===== config.mk =====
export PLATFORM = sky130hd
export DESIGN_NAME = multicycle_control_unit_flat
export DESIGN_NICKNAME = d
export VERILOG_FILES = /design/src/rtl/multicycle_control_unit_if.sv /design/src/rtl/multicycle_control_unit.sv /design/src/flat_wrapper.sv
export SDC_FILE = /design/constraint.sdc
export NUM_CORES = 1
export LEC_CHECK = 0
export CELL_PAD_IN_SITES_DETAIL_PLACEMENT = 2
export CELL_PAD_IN_SITES_GLOBAL_PLACEMENT = 2
export CORE_MARGIN = 3
export CORE_UTILIZATION = 25
export CTS_CLUSTER_SIZE = 40
export DETAILED_ROUTE_END_ITERATION = 8
export PLACE_DENSITY_LB_ADDON = 0.1
export SLEW_MARGIN = 30
export SYNTH_ARGS = -nofsm -noshare
export SYNTH_HDL_FRONTEND = slang
export SYNTH_SLANG_ARGS = --single-unit

===== constraint.sdc =====
create_clock -name clk -period 1.9 [get_ports clk]
set_input_delay 0.475 -clock clk [delete_from_list [all_inputs] [get_ports clk]]
set_output_delay 0.475 -clock clk [all_outputs]
set_load 0.1 [all_outputs]

===== src/rtl/multicycle_control_unit_if.sv =====
// Control-unit handshake bundle: instruction/data memory handshakes, divider
// handshake, datapath strobes, registered controls and trap/debug status.
interface multicycle_control_unit_if;
    logic [31:0] inst;
    logic        imem_ready;
    logic        dmem_ready;
    logic        alu_done;
    logic        alu_zero;

    logic        imem_req;
    logic        dmem_req;
    logic        alu_start;
    logic        ir_write;
    logic        pc_write;
    logic        reg_write;
    logic        mem_write;
    logic [1:0]  pc_src;
    logic [1:0]  wb_sel;
    logic [3:0]  alu_control;
    logic [2:0]  imm_control;
    logic        alu_src;
    logic        trap;
    logic [1:0]  trap_cause;
    logic [2:0]  state;

    // Control unit side
    modport master (
        input  inst, imem_ready, dmem_ready, alu_done, alu_zero,
        output imem_req, dmem_req, alu_start, ir_write, pc_write, reg_write,
               mem_write, pc_src, wb_sel, alu_control, imm_control, alu_src,
               trap, trap_cause, state
    );

    // Datapath / memory side
    modport slave (
        output inst, imem_ready, dmem_ready, alu_done, alu_zero,
        input  imem_req, dmem_req, alu_start, ir_write, pc_write, reg_write,
               mem_write, pc_src, wb_sel, alu_control, imm_control, alu_src,
               trap, trap_cause, state
    );
endinterface


===== src/rtl/multicycle_control_unit.sv =====
// Multi-cycle control unit: latches each instruction and walks it through
// FETCH/DECODE/EXEC/ALU_WAIT/MEM/WB, raising datapath strobes per state.
// Illegal encodings and stalled handshakes (watchdog) end in a sticky TRAP.
module multicycle_control_unit #(
    parameter int ENABLE_M   = 1,
    parameter int WAIT_LIMIT = 64
) (
    input  logic clk,
    input  logic rst_n,
    multicycle_control_unit_if.master bus
);
    localparam logic [2:0] FETCH    = 3'd0;
    localparam logic [2:0] DECODE   = 3'd1;
    localparam logic [2:0] EXEC     = 3'd2;
    localparam logic [2:0] ALU_WAIT = 3'd3;
    localparam logic [2:0] MEM      = 3'd4;
    localparam logic [2:0] WB       = 3'd5;
    localparam logic [2:0] TRAP     = 3'd6;

    localparam logic [6:0] OP_R    = 7'b0110011;
    localparam logic [6:0] OP_IMM  = 7'b0010011;
    localparam logic [6:0] OP_LW   = 7'b0000011;
    localparam logic [6:0] OP_SW   = 7'b0100011;
    localparam logic [6:0] OP_BEQ  = 7'b1100011;
    localparam logic [6:0] OP_JAL  = 7'b1101111;
    localparam logic [6:0] OP_JALR = 7'b1100111;
    localparam logic [6:0] OP_LUI  = 7'b0110111;

    localparam logic [6:0] F7_BASE = 7'b0000000;
    localparam logic [6:0] F7_ALT  = 7'b0100000;
    localparam logic [6:0] F7_M    = 7'b0000001;

    localparam logic [3:0] ALU_ADD = 4'b0000;
    localparam logic [3:0] ALU_AND = 4'b0001;
    localparam logic [3:0] ALU_SUB = 4'b0010;
    localparam logic [3:0] ALU_SLT = 4'b0011;
    localparam logic [3:0] ALU_DIV = 4'b0100;
    localparam logic [3:0] ALU_REM = 4'b0101;
    localparam logic [3:0] ALU_SLL = 4'b0110;
    localparam logic [3:0] ALU_SRL = 4'b0111;
    localparam logic [3:0] ALU_SRA = 4'b1000;

    localparam logic [2:0] IMM_R = 3'b000;
    localparam logic [2:0] IMM_I = 3'b001;
    localparam logic [2:0] IMM_S = 3'b010;
    localparam logic [2:0] IMM_B = 3'b011;
    localparam logic [2:0] IMM_U = 3'b100;
    localparam logic [2:0] IMM_J = 3'b101;

    localparam logic [1:0] WB_ALU = 2'b00;
    localparam logic [1:0] WB_MEM = 2'b01;
    localparam logic [1:0] WB_PC4 = 2'b10;
    localparam logic [1:0] WB_IMM = 2'b11;

    localparam logic [1:0] PC_PLUS4  = 2'b00;
    localparam logic [1:0] PC_BRANCH = 2'b01;
    localparam logic [1:0] PC_JAL    = 2'b10;
    localparam logic [1:0] PC_JALR   = 2'b11;

    localparam logic [1:0] CAUSE_ILLEGAL = 2'b01;
    localparam logic [1:0] CAUSE_TIMEOUT = 2'b10;

    // The count trips one short of WAIT_LIMIT, so this width always suffices.
    localparam int CNT_W = (WAIT_LIMIT > 1) ? $clog2(WAIT_LIMIT + 1) : 1;

    typedef struct packed {
        logic       legal;
        logic [3:0] alu;
        logic       src;
        logic [2:0] imm;
        logic [1:0] wb;
    } dec_t;

    // Full decode of one instruction word into the controls DECODE registers.
    function automatic dec_t decode(input logic [31:0] ir);
        dec_t       d;
        logic [6:0] op;
        logic [2:0] f3;
        logic [6:0] f7;
        op = ir[6:0];
        f3 = ir[14:12];
        f7 = ir[31:25];
        d  = '0;
        case (op)
            OP_R: begin
                d.legal = 1'b1;
                d.imm   = IMM_R;
                d.wb    = WB_ALU;
                case ({f7, f3})
                    {F7_BASE, 3'b000}: d.alu = ALU_ADD;
                    {F7_BASE, 3'b111}: d.alu = ALU_AND;
                    {F7_ALT,  3'b000}: d.alu = ALU_SUB;
                    {F7_BASE, 3'b010}: d.alu = ALU_SLT;
                    {F7_BASE, 3'b001}: d.alu = ALU_SLL;
                    {F7_BASE, 3'b101}: d.alu = ALU_SRL;
                    {F7_ALT,  3'b101}: d.alu = ALU_SRA;
                    {F7_M,    3'b100}: begin
                        d.alu   = ALU_DIV;
                        d.legal = (ENABLE_M != 0);
                    end
                    {F7_M,    3'b110}: begin
                        d.alu   = ALU_REM;
                        d.legal = (ENABLE_M != 0);
                    end
                    default: d.legal = 1'b0;
                endcase
            end
            OP_IMM:  d = '{legal: (f3 == 3'b000), alu: ALU_ADD, src: 1'b1, imm: IMM_I, wb: WB_ALU};
            OP_LW:   d = '{legal: (f3 == 3'b010), alu: ALU_ADD, src: 1'b1, imm: IMM_I, wb: WB_MEM};
            OP_SW:   d = '{legal: (f3 == 3'b010), alu: ALU_ADD, src: 1'b1, imm: IMM_S, wb: WB_ALU};
            OP_BEQ:  d = '{legal: (f3 == 3'b000), alu: ALU_SUB, src: 1'b0, imm: IMM_B, wb: WB_ALU};
            OP_JAL:  d = '{legal: 1'b1,           alu: ALU_ADD, src: 1'b0, imm: IMM_J, wb: WB_PC4};
            OP_JALR: d = '{legal: (f3 == 3'b000), alu: ALU_ADD, src: 1'b1, imm: IMM_I, wb: WB_PC4};
            OP_LUI:  d = '{legal: 1'b1,           alu: ALU_ADD, src: 1'b0, imm: IMM_U, wb: WB_IMM};
            default: d.legal = 1'b0;
        endcase
        return d;
    endfunction

    logic [2:0]       cur_state;
    logic [2:0]       next_state;
    logic [31:0]      ir_q;
    logic [3:0]       alu_control_q;
    logic             alu_src_q;
    logic [2:0]       imm_control_q;
    logic [1:0]       wb_sel_q;
    logic [1:0]       pc_src_q;
    logic             trap_q;
    logic [1:0]       trap_cause_q;
    logic [CNT_W-1:0] wait_cnt;

    dec_t       dec;
    logic [6:0] op;
    logic       is_md;
    logic       is_sw;
    logic       limit_hit;
    logic       waiting;
    logic       unused_ir_bits;

    logic       imem_req_c;
    logic       dmem_req_c;
    logic       alu_start_c;
    logic       ir_write_c;
    logic       pc_write_c;
    logic       reg_write_c;
    logic       mem_write_c;
    logic [1:0] pc_src_c;

    assign op        = ir_q[6:0];
    assign is_md     = (op == OP_R) && (ir_q[31:25] == F7_M);
    assign is_sw     = (op == OP_SW);
    // Trip on the wait cycle that would bring the count up to WAIT_LIMIT.
    assign limit_hit = (WAIT_LIMIT != 0) && (wait_cnt == CNT_W'(WAIT_LIMIT - 1));
    // Register-select fields are consumed by the datapath, not by control.
    assign unused_ir_bits = ^ir_q[24:15];

    // Decode of the latched instruction; only consumed while in DECODE.
    always_comb begin
        dec = decode(ir_q);
    end

    // Next state and strobes; a timeout cycle deliberately issues no strobes.
    always_comb begin
        next_state  = cur_state;
        imem_req_c  = 1'b0;
        dmem_req_c  = 1'b0;
        alu_start_c = 1'b0;
        ir_write_c  = 1'b0;
        pc_write_c  = 1'b0;
        reg_write_c = 1'b0;
        mem_write_c = 1'b0;
        pc_src_c    = PC_PLUS4;
        waiting     = 1'b0;
        case (cur_state)
            FETCH: begin
                waiting = !bus.imem_ready;
                if (bus.imem_ready) begin
                    imem_req_c = 1'b1;
                    ir_write_c = 1'b1;
                    next_state = DECODE;
                end else if (limit_hit) begin
                    next_state = TRAP;
                end else begin
                    imem_req_c = 1'b1;
                end
            end
            DECODE: next_state = dec.legal ? EXEC : TRAP;
            EXEC: begin
                if (is_md) begin
                    alu_start_c = 1'b1;
                    next_state  = ALU_WAIT;
                end else if (op == OP_BEQ) begin
                    pc_write_c = 1'b1;
                    pc_src_c   = bus.alu_zero ? PC_BRANCH : PC_PLUS4;
                    next_state = FETCH;
                end else if ((op == OP_LW) || (op == OP_SW)) begin
                    next_state = MEM;
                end else begin
                    next_state = WB;
                end
            end
            ALU_WAIT: begin
                waiting = !bus.alu_done;
                if (bus.alu_done) begin
                    next_state = WB;
                end else if (limit_hit) begin
                    next_state = TRAP;
                end
            end
            MEM: begin
                waiting = !bus.dmem_ready;
                if (bus.dmem_ready) begin
                    dmem_req_c  = 1'b1;
                    mem_write_c = is_sw;
                    if (is_sw) begin
                        pc_write_c = 1'b1;
                        next_state = FETCH;
                    end else begin
                        next_state = WB;
                    end
                end else if (limit_hit) begin
                    next_state = TRAP;
                end else begin
                    dmem_req_c  = 1'b1;
                    mem_write_c = is_sw;
                end
            end
            WB: begin
                reg_write_c = (ir_q[11:7] != 5'd0);
                pc_write_c  = 1'b1;
                if (op == OP_JAL) begin
                    pc_src_c = PC_JAL;
                end else if (op == OP_JALR) begin
                    pc_src_c = PC_JALR;
                end
                next_state = FETCH;
            end
            TRAP:    next_state = TRAP;
            default: next_state = TRAP;
        endcase
    end

    // State, instruction, decoded controls, trap status and watchdog count.
    always_ff @(posedge clk) begin
        if (!rst_n) begin
            cur_state     <= FETCH;
            ir_q          <= '0;
            alu_control_q <= '0;
            alu_src_q     <= 1'b0;
            imm_control_q <= '0;
            wb_sel_q      <= '0;
            pc_src_q      <= '0;
            trap_q        <= 1'b0;
            trap_cause_q  <= '0;
            wait_cnt      <= '0;
        end else begin
            cur_state <= next_state;
            if (ir_write_c) begin
                ir_q <= bus.inst;
            end
            if ((cur_state == DECODE) && dec.legal) begin
                alu_control_q <= dec.alu;
                alu_src_q     <= dec.src;
                imm_control_q <= dec.imm;
                wb_sel_q      <= dec.wb;
            end
            if (pc_write_c) begin
                pc_src_q <= pc_src_c;
            end
            if ((next_state == TRAP) && (cur_state != TRAP)) begin
                trap_q       <= 1'b1;
                trap_cause_q <= (cur_state == DECODE) ? CAUSE_ILLEGAL : CAUSE_TIMEOUT;
            end
            if (next_state != cur_state) begin
                wait_cnt <= '0;
            end else if (waiting && (WAIT_LIMIT != 0)) begin
                wait_cnt <= wait_cnt + CNT_W'(1);
            end
        end
    end

    // Strobes are silenced while reset is held so an aborted instruction
    // cannot write anything on the reset cycle.
    assign bus.imem_req    = rst_n & imem_req_c;
    assign bus.dmem_req    = rst_n & dmem_req_c;
    assign bus.alu_start   = rst_n & alu_start_c;
    assign bus.ir_write    = rst_n & ir_write_c;
    assign bus.pc_write    = rst_n & pc_write_c;
    assign bus.reg_write   = rst_n & reg_write_c;
    assign bus.mem_write   = rst_n & mem_write_c;
    // Live select while the PC is written, otherwise the last one used.
    assign bus.pc_src      = bus.pc_write ? pc_src_c : pc_src_q;
    assign bus.wb_sel      = wb_sel_q;
    assign bus.alu_control = alu_control_q;
    assign bus.imm_control = imm_control_q;
    assign bus.alu_src     = alu_src_q;
    assign bus.trap        = trap_q;
    assign bus.trap_cause  = trap_cause_q;
    assign bus.state       = cur_state;
endmodule

===== src/flat_wrapper.sv =====
// flat-port wrapper written by rule: the top's interface ports become plain ports
module multicycle_control_unit_flat 
#(
    parameter int ENABLE_M   = 1,
    parameter int WAIT_LIMIT = 64
)
  (clk, rst_n, bus_inst, bus_imem_ready, bus_dmem_ready, bus_alu_done, bus_alu_zero, bus_imem_req, bus_dmem_req, bus_alu_start, bus_ir_write, bus_pc_write, bus_reg_write, bus_mem_write, bus_pc_src, bus_wb_sel, bus_alu_control, bus_imm_control, bus_alu_src, bus_trap, bus_trap_cause, bus_state);
  multicycle_control_unit_if bus_i ();
  input  logic clk;
  input  logic rst_n;
  input wire logic [$bits(bus_i.inst)-1:0] bus_inst;
  input wire logic [$bits(bus_i.imem_ready)-1:0] bus_imem_ready;
  input wire logic [$bits(bus_i.dmem_ready)-1:0] bus_dmem_ready;
  input wire logic [$bits(bus_i.alu_done)-1:0] bus_alu_done;
  input wire logic [$bits(bus_i.alu_zero)-1:0] bus_alu_zero;
  output wire logic [$bits(bus_i.imem_req)-1:0] bus_imem_req;
  output wire logic [$bits(bus_i.dmem_req)-1:0] bus_dmem_req;
  output wire logic [$bits(bus_i.alu_start)-1:0] bus_alu_start;
  output wire logic [$bits(bus_i.ir_write)-1:0] bus_ir_write;
  output wire logic [$bits(bus_i.pc_write)-1:0] bus_pc_write;
  output wire logic [$bits(bus_i.reg_write)-1:0] bus_reg_write;
  output wire logic [$bits(bus_i.mem_write)-1:0] bus_mem_write;
  output wire logic [$bits(bus_i.pc_src)-1:0] bus_pc_src;
  output wire logic [$bits(bus_i.wb_sel)-1:0] bus_wb_sel;
  output wire logic [$bits(bus_i.alu_control)-1:0] bus_alu_control;
  output wire logic [$bits(bus_i.imm_control)-1:0] bus_imm_control;
  output wire logic [$bits(bus_i.alu_src)-1:0] bus_alu_src;
  output wire logic [$bits(bus_i.trap)-1:0] bus_trap;
  output wire logic [$bits(bus_i.trap_cause)-1:0] bus_trap_cause;
  output wire logic [$bits(bus_i.state)-1:0] bus_state;
  assign bus_i.inst = bus_inst;
  assign bus_i.imem_ready = bus_imem_ready;
  assign bus_i.dmem_ready = bus_dmem_ready;
  assign bus_i.alu_done = bus_alu_done;
  assign bus_i.alu_zero = bus_alu_zero;
  assign bus_imem_req = bus_i.imem_req;
  assign bus_dmem_req = bus_i.dmem_req;
  assign bus_alu_start = bus_i.alu_start;
  assign bus_ir_write = bus_i.ir_write;
  assign bus_pc_write = bus_i.pc_write;
  assign bus_reg_write = bus_i.reg_write;
  assign bus_mem_write = bus_i.mem_write;
  assign bus_pc_src = bus_i.pc_src;
  assign bus_wb_sel = bus_i.wb_sel;
  assign bus_alu_control = bus_i.alu_control;
  assign bus_imm_control = bus_i.imm_control;
  assign bus_alu_src = bus_i.alu_src;
  assign bus_trap = bus_i.trap;
  assign bus_trap_cause = bus_i.trap_cause;
  assign bus_state = bus_i.state;
  multicycle_control_unit #(.ENABLE_M(ENABLE_M), .WAIT_LIMIT(WAIT_LIMIT)) u_core (.clk(clk), .rst_n(rst_n), .bus(bus_i));
endmodule

==> results by group <==
Placement
  • GP Congestion: 0.813
  • Place WS: -0.797 ns
  • IO buf count: between 50 and 60
  • Dpl hpwl: 7.58 mm

STA
  • Fin worst setup slack: -0.651 ns
  • Min Tclk post-route: roughly 2.6 ns
  • Period utilization: 1.34
  • Fmax achieved: 392 MHz
  • Final setup viols: 30
  • Slew Limit Headroom: 0.576
  • Final Hold Fails: 0
  • Clk_skew: 0.0148 ns
  • Max Slew Vio Count: 0
  • Worst Max-Slew Pin Slew: 0.629 ns
  • Unrepaired setup endpoints after global routing: true

Power and ir drop
  • LEAKAGE: roughly 1.9 nW
  • Int Power: roughly 0.0030 W
  • Pwr per Cell Area: 1110 nW/um^2
  • Comb pwr share: 0.606
  • Total power: ~0.0055 W
  • Clock share of power: 0.148
  • Net Sw Frac: 0.458
  • Share of power burned in registers: 0.246
  • Maximum VDD drop: ~460 uV
  • Switching Power: ~0.0025 W

Global route
  • Initial antenna violation count: 0
  • Number of global-route vias before repair: roughly 3400
  • Largest net degree at the start of global routing: 23
  • First-pass GRT wire length: between 15 and 20 mm
  • Gr ovfl total: 0
  • Overall Global Routing Usage: 0.203

Yosys
  • Sequential area share after synthesis: 0.364
  • Mapped Avg Cell Area: between 8 and 9 um^2
  • FFs w/ async S/R, synth: 0
  • Warnings from Yosys: 0
  • Adder-Cell Fraction of Synth Area: 0.00484
  • Synth cell types: 69
  • Synth Area in Simple Gates: 0.291
  • Synth Net Count: 362
  • Compound-Gate Fraction of Synth Area: 0.231
  • Main combinational cell family by area after synthesis: simple AND/OR/NAND/NOR gates
  • Post-Synth XOR/XNOR Area: 0.0237
  • Multiplexer share of the synthesized area: 0.0310
  • FF+latch count, synth: 47
  • Mapped Area: 2590 um^2
  • EDFF count, synth: 0
  • Primary FF master, synth: dfxtp_1
  • Post-Synthesis Cells: 323

Critical path
  • R2R Path Start: u_core.ir_q[4]
  • Critical Path Source Type: flop
  • Worst R2R Path Depth: 11
  • Nature of the critical path endpoint: output pin
  • Critical-path top delay cell: dfxtp_2
  • RR Endpoint: u_core.bus.trap
  • Crit path cell chain: nand3b_1 > o31ai_4 > a32oi_4 > nand2b_4 > a32o_4 > buf_12
  • Worst path buffer plus inverter count: 1
  • Worst reg2reg setup slack: -0.54 ns
  • Slowest stage delay, CP: ~0.37 ns
  • Crit path kind: flop to output pin
  • Critical path's top delay family: compound AO/OA/AOI/OAI gates
  • Crit-path max FO: 3
  • Worst Path Required: ~1.4 ns
  • CP arrival: between 2 and 2.5 ns

Floorplan
  • Cell Rows: 36
  • Die area: 11600 um^2
  • Initial Utilization: 0.261
  • I/O Pins: 63
  • Die Wd: 108 um
  • Core area: roughly 9900 um^2
  • Die Y: between 100 and 150 um

Route
  • DR WL/cell: about 22 um
  • Total Wirelength: ~13 mm
  • DR iter-0 viols: 97
  • Final antenna-violating net count: 0
  • Remaining DRCs: 0
  • 1st-pass router iterations: 4
  • Via count: roughly 3100
  • Vias per std cell: ~5.1

Status
  • Failing checks: negative setup slack
  • Outcome: finished with violations

Clock tree
  • Clock tree buffer depth: 2
  • CTS H-tree depth: 2
  • Root Buffer: clkbuf_8
  • Number of CTS-inserted buffers: 5
  • CTS tree: yes
  • Clock-pin slew on the worst setup and hold paths: 0.10 ns
  • Clock Sinks: 47
  • Clock insertion delay at the later pin of the skew report: 0.32 ns

Finish
  • Filler cell count: between 1000 and 1500
  • ANT cells: 0
  • Register area: about 970 um^2
  • Multi-input logic area: ~2000 um^2
  • Layout cells sized above 1: 0.497
  • Area grow syn2layout: 91.5%
  • Nets: ~510

Hold path
  • Hold path start: u_core.ir_q[27]
  • Hold Crit Endpoint: u_core.ir_q[27]
  • Worst hold path class: flop to flop
  • Min-Delay Path Depth: 2

Flow run
  • Max-cap violations: 0
-- area by class of cell --
class | instances | area share
clock buffer | 5 | 0.0139
clock inverter | 3 | 0.00960
inverter | 7 | 0.00758
multi-input combinational | 243 | 0.394
sequential | 47 | 0.196
tap | 133 | 0.0336
timing repair buffer | 168 | 0.345
-- through the flow --
| step | cells | TNS [ns] | area (um^2) | hold WS, ns | util |
|---|---|---|---|---|---|
| 2_1_floorplan | 323 | -3.07 | 2780 | 0.431 | - |
| 3_3_place_gp | 567 | -9.47 | 4220 | 0.440 | 0.426 |
| 3_5_place_dp | 567 | -10.17 | 4220 | 0.453 | 0.426 |
| 4_1_cts | 594 | -4.35 | 4660 | 0.469 | 0.470 |
| 5_1_grt | 606 | -9.50 | 4950 | 0.496 | 0.500 |
| 6_report | 606 | -6.86 | 4950 | 0.468 | 0.500 |
-- how the worst max path moves through the flow --
stage,end,cells past startpoint,startpoint
finish,bus_pc_src[1],6,u_core.ir_q[3]
global route,bus_pc_src[1],6,u_core.ir_q[3]
CTS,bus_pc_src[1],6,u_core.ir_q[2]
detailed placement,bus_pc_src[1],7,bus_dmem_ready
global placement,bus_pc_src[1],7,bus_dmem_ready
floorplan,bus_mem_write,6,u_core.wait_cnt[1]
-- flip-flops by register name, indices dropped and copies added, names as in the netlist --
| signal | flops |
|---|---|
| u_core.pc_src_q | 2 |
| u_core.bus.wb_sel | 2 |
| u_core.bus.alu_src | 1 |
| u_core.bus.state | 3 |
| u_core.ir_q | 22 |
| u_core.bus.alu_control | 4 |
| u_core.bus.imm_control | 3 |
| u_core.bus.trap_cause | 2 |
| u_core.bus.trap | 1 |
| u_core.wait_cnt | 7 |
-- worst min-delay path: stages, from the launching register on --
cell and delay (ns):
dfxtp_1 0.33, nand2_1 0.05, a21oi_1 0.05
-- kinds of logic after synthesis --
logic type | after synthesis
xor+xnor | 7
flops | 47
mux | 8
buf+inv | 33
compound gates | 84
fa+ha+maj | 1
simple gates | 143
-- power groups by stage --
stage | Sequential (W) | Combinational, W | Clock (W)
floorplan | 0.00152 | 0.00130 | 0
global route | 0.00137 | 0.00350 | 0.000885
CTS | 0.00132 | 0.00289 | 0.000813
detailed placement | 0.00134 | 0.00257 | 0
finish | 0.00135 | 0.00332 | 0.000811
global placement | 0.00134 | 0.00251 | 0
-- routing by layer --
metal,part of all wire,global-route usage,vias to the layer above
met5,0,0,-
met4,0.027,0.0622,0
met3,0.035,0.0264,22
met2,0.52,0.369,73
met1,0.42,0.248,1553
li1,-,-,1468
-- repair_timing --
action                                  in CTS  in global routing
gates resized for setup                     54                 42
hold buffers                                 0                  0
endpoints found under the setup margin      30                 34
buffers inserted                            20                 19
pin swaps                                   28                 18
hold endpoints to repair                     0                  0
-- placed cells by master (no fill, tap or decap), drive strengths merged, types with 4 or more instances in the layout --
| master | netlist | routed |
|---|---|---|
| buf | 12 | 141 |
| nand2 | 62 | 62 |
| dfxtp | 47 | 47 |
| a21oi | 32 | 32 |
| clkdlybuf4s50 | 0 | 23 |
| nor2 | 19 | 19 |
| nor3 | 14 | 14 |
| nand3 | 11 | 11 |
| a211oi | 9 | 9 |
| mux2i | 8 | 8 |
| o21ai | 8 | 8 |
| inv | 7 | 7 |
| clkbuf | 14 | 5 |
| xnor2 | 4 | 4 |
| dlygate4sd2 | 0 | 4 |
| and3b | 4 | 4 |
| and2 | 4 | 4 |
| o31ai | 4 | 4 |
-- synth_stat cells (3+ instances only) --
cell type | number | area, um^2
xnor2_1 | 4 | 35.0
and2_1 | 4 | 25.0
mux2i_1 | 8 | 80.1
a21oi_1 | 32 | 160
xor2_1 | 3 | 26.3
or4_1 | 3 | 22.5
dfxtp_1 | 47 | 941
o31ai_1 | 4 | 30.0
buf_2 | 10 | 50.1
nand2_1 | 61 | 229
and3b_1 | 3 | 26.3
nor3_1 | 13 | 65.1
a211oi_1 | 9 | 67.6
nand3_1 | 11 | 55.1
nand3b_1 | 3 | 22.5
inv_1 | 6 | 22.5
nor2b_1 | 3 | 18.8
o21ai_0 | 6 | 30.0
nor2_1 | 19 | 71.3
clkbuf_1 | 14 | 52.6
(Power assumes the default switching activity.)
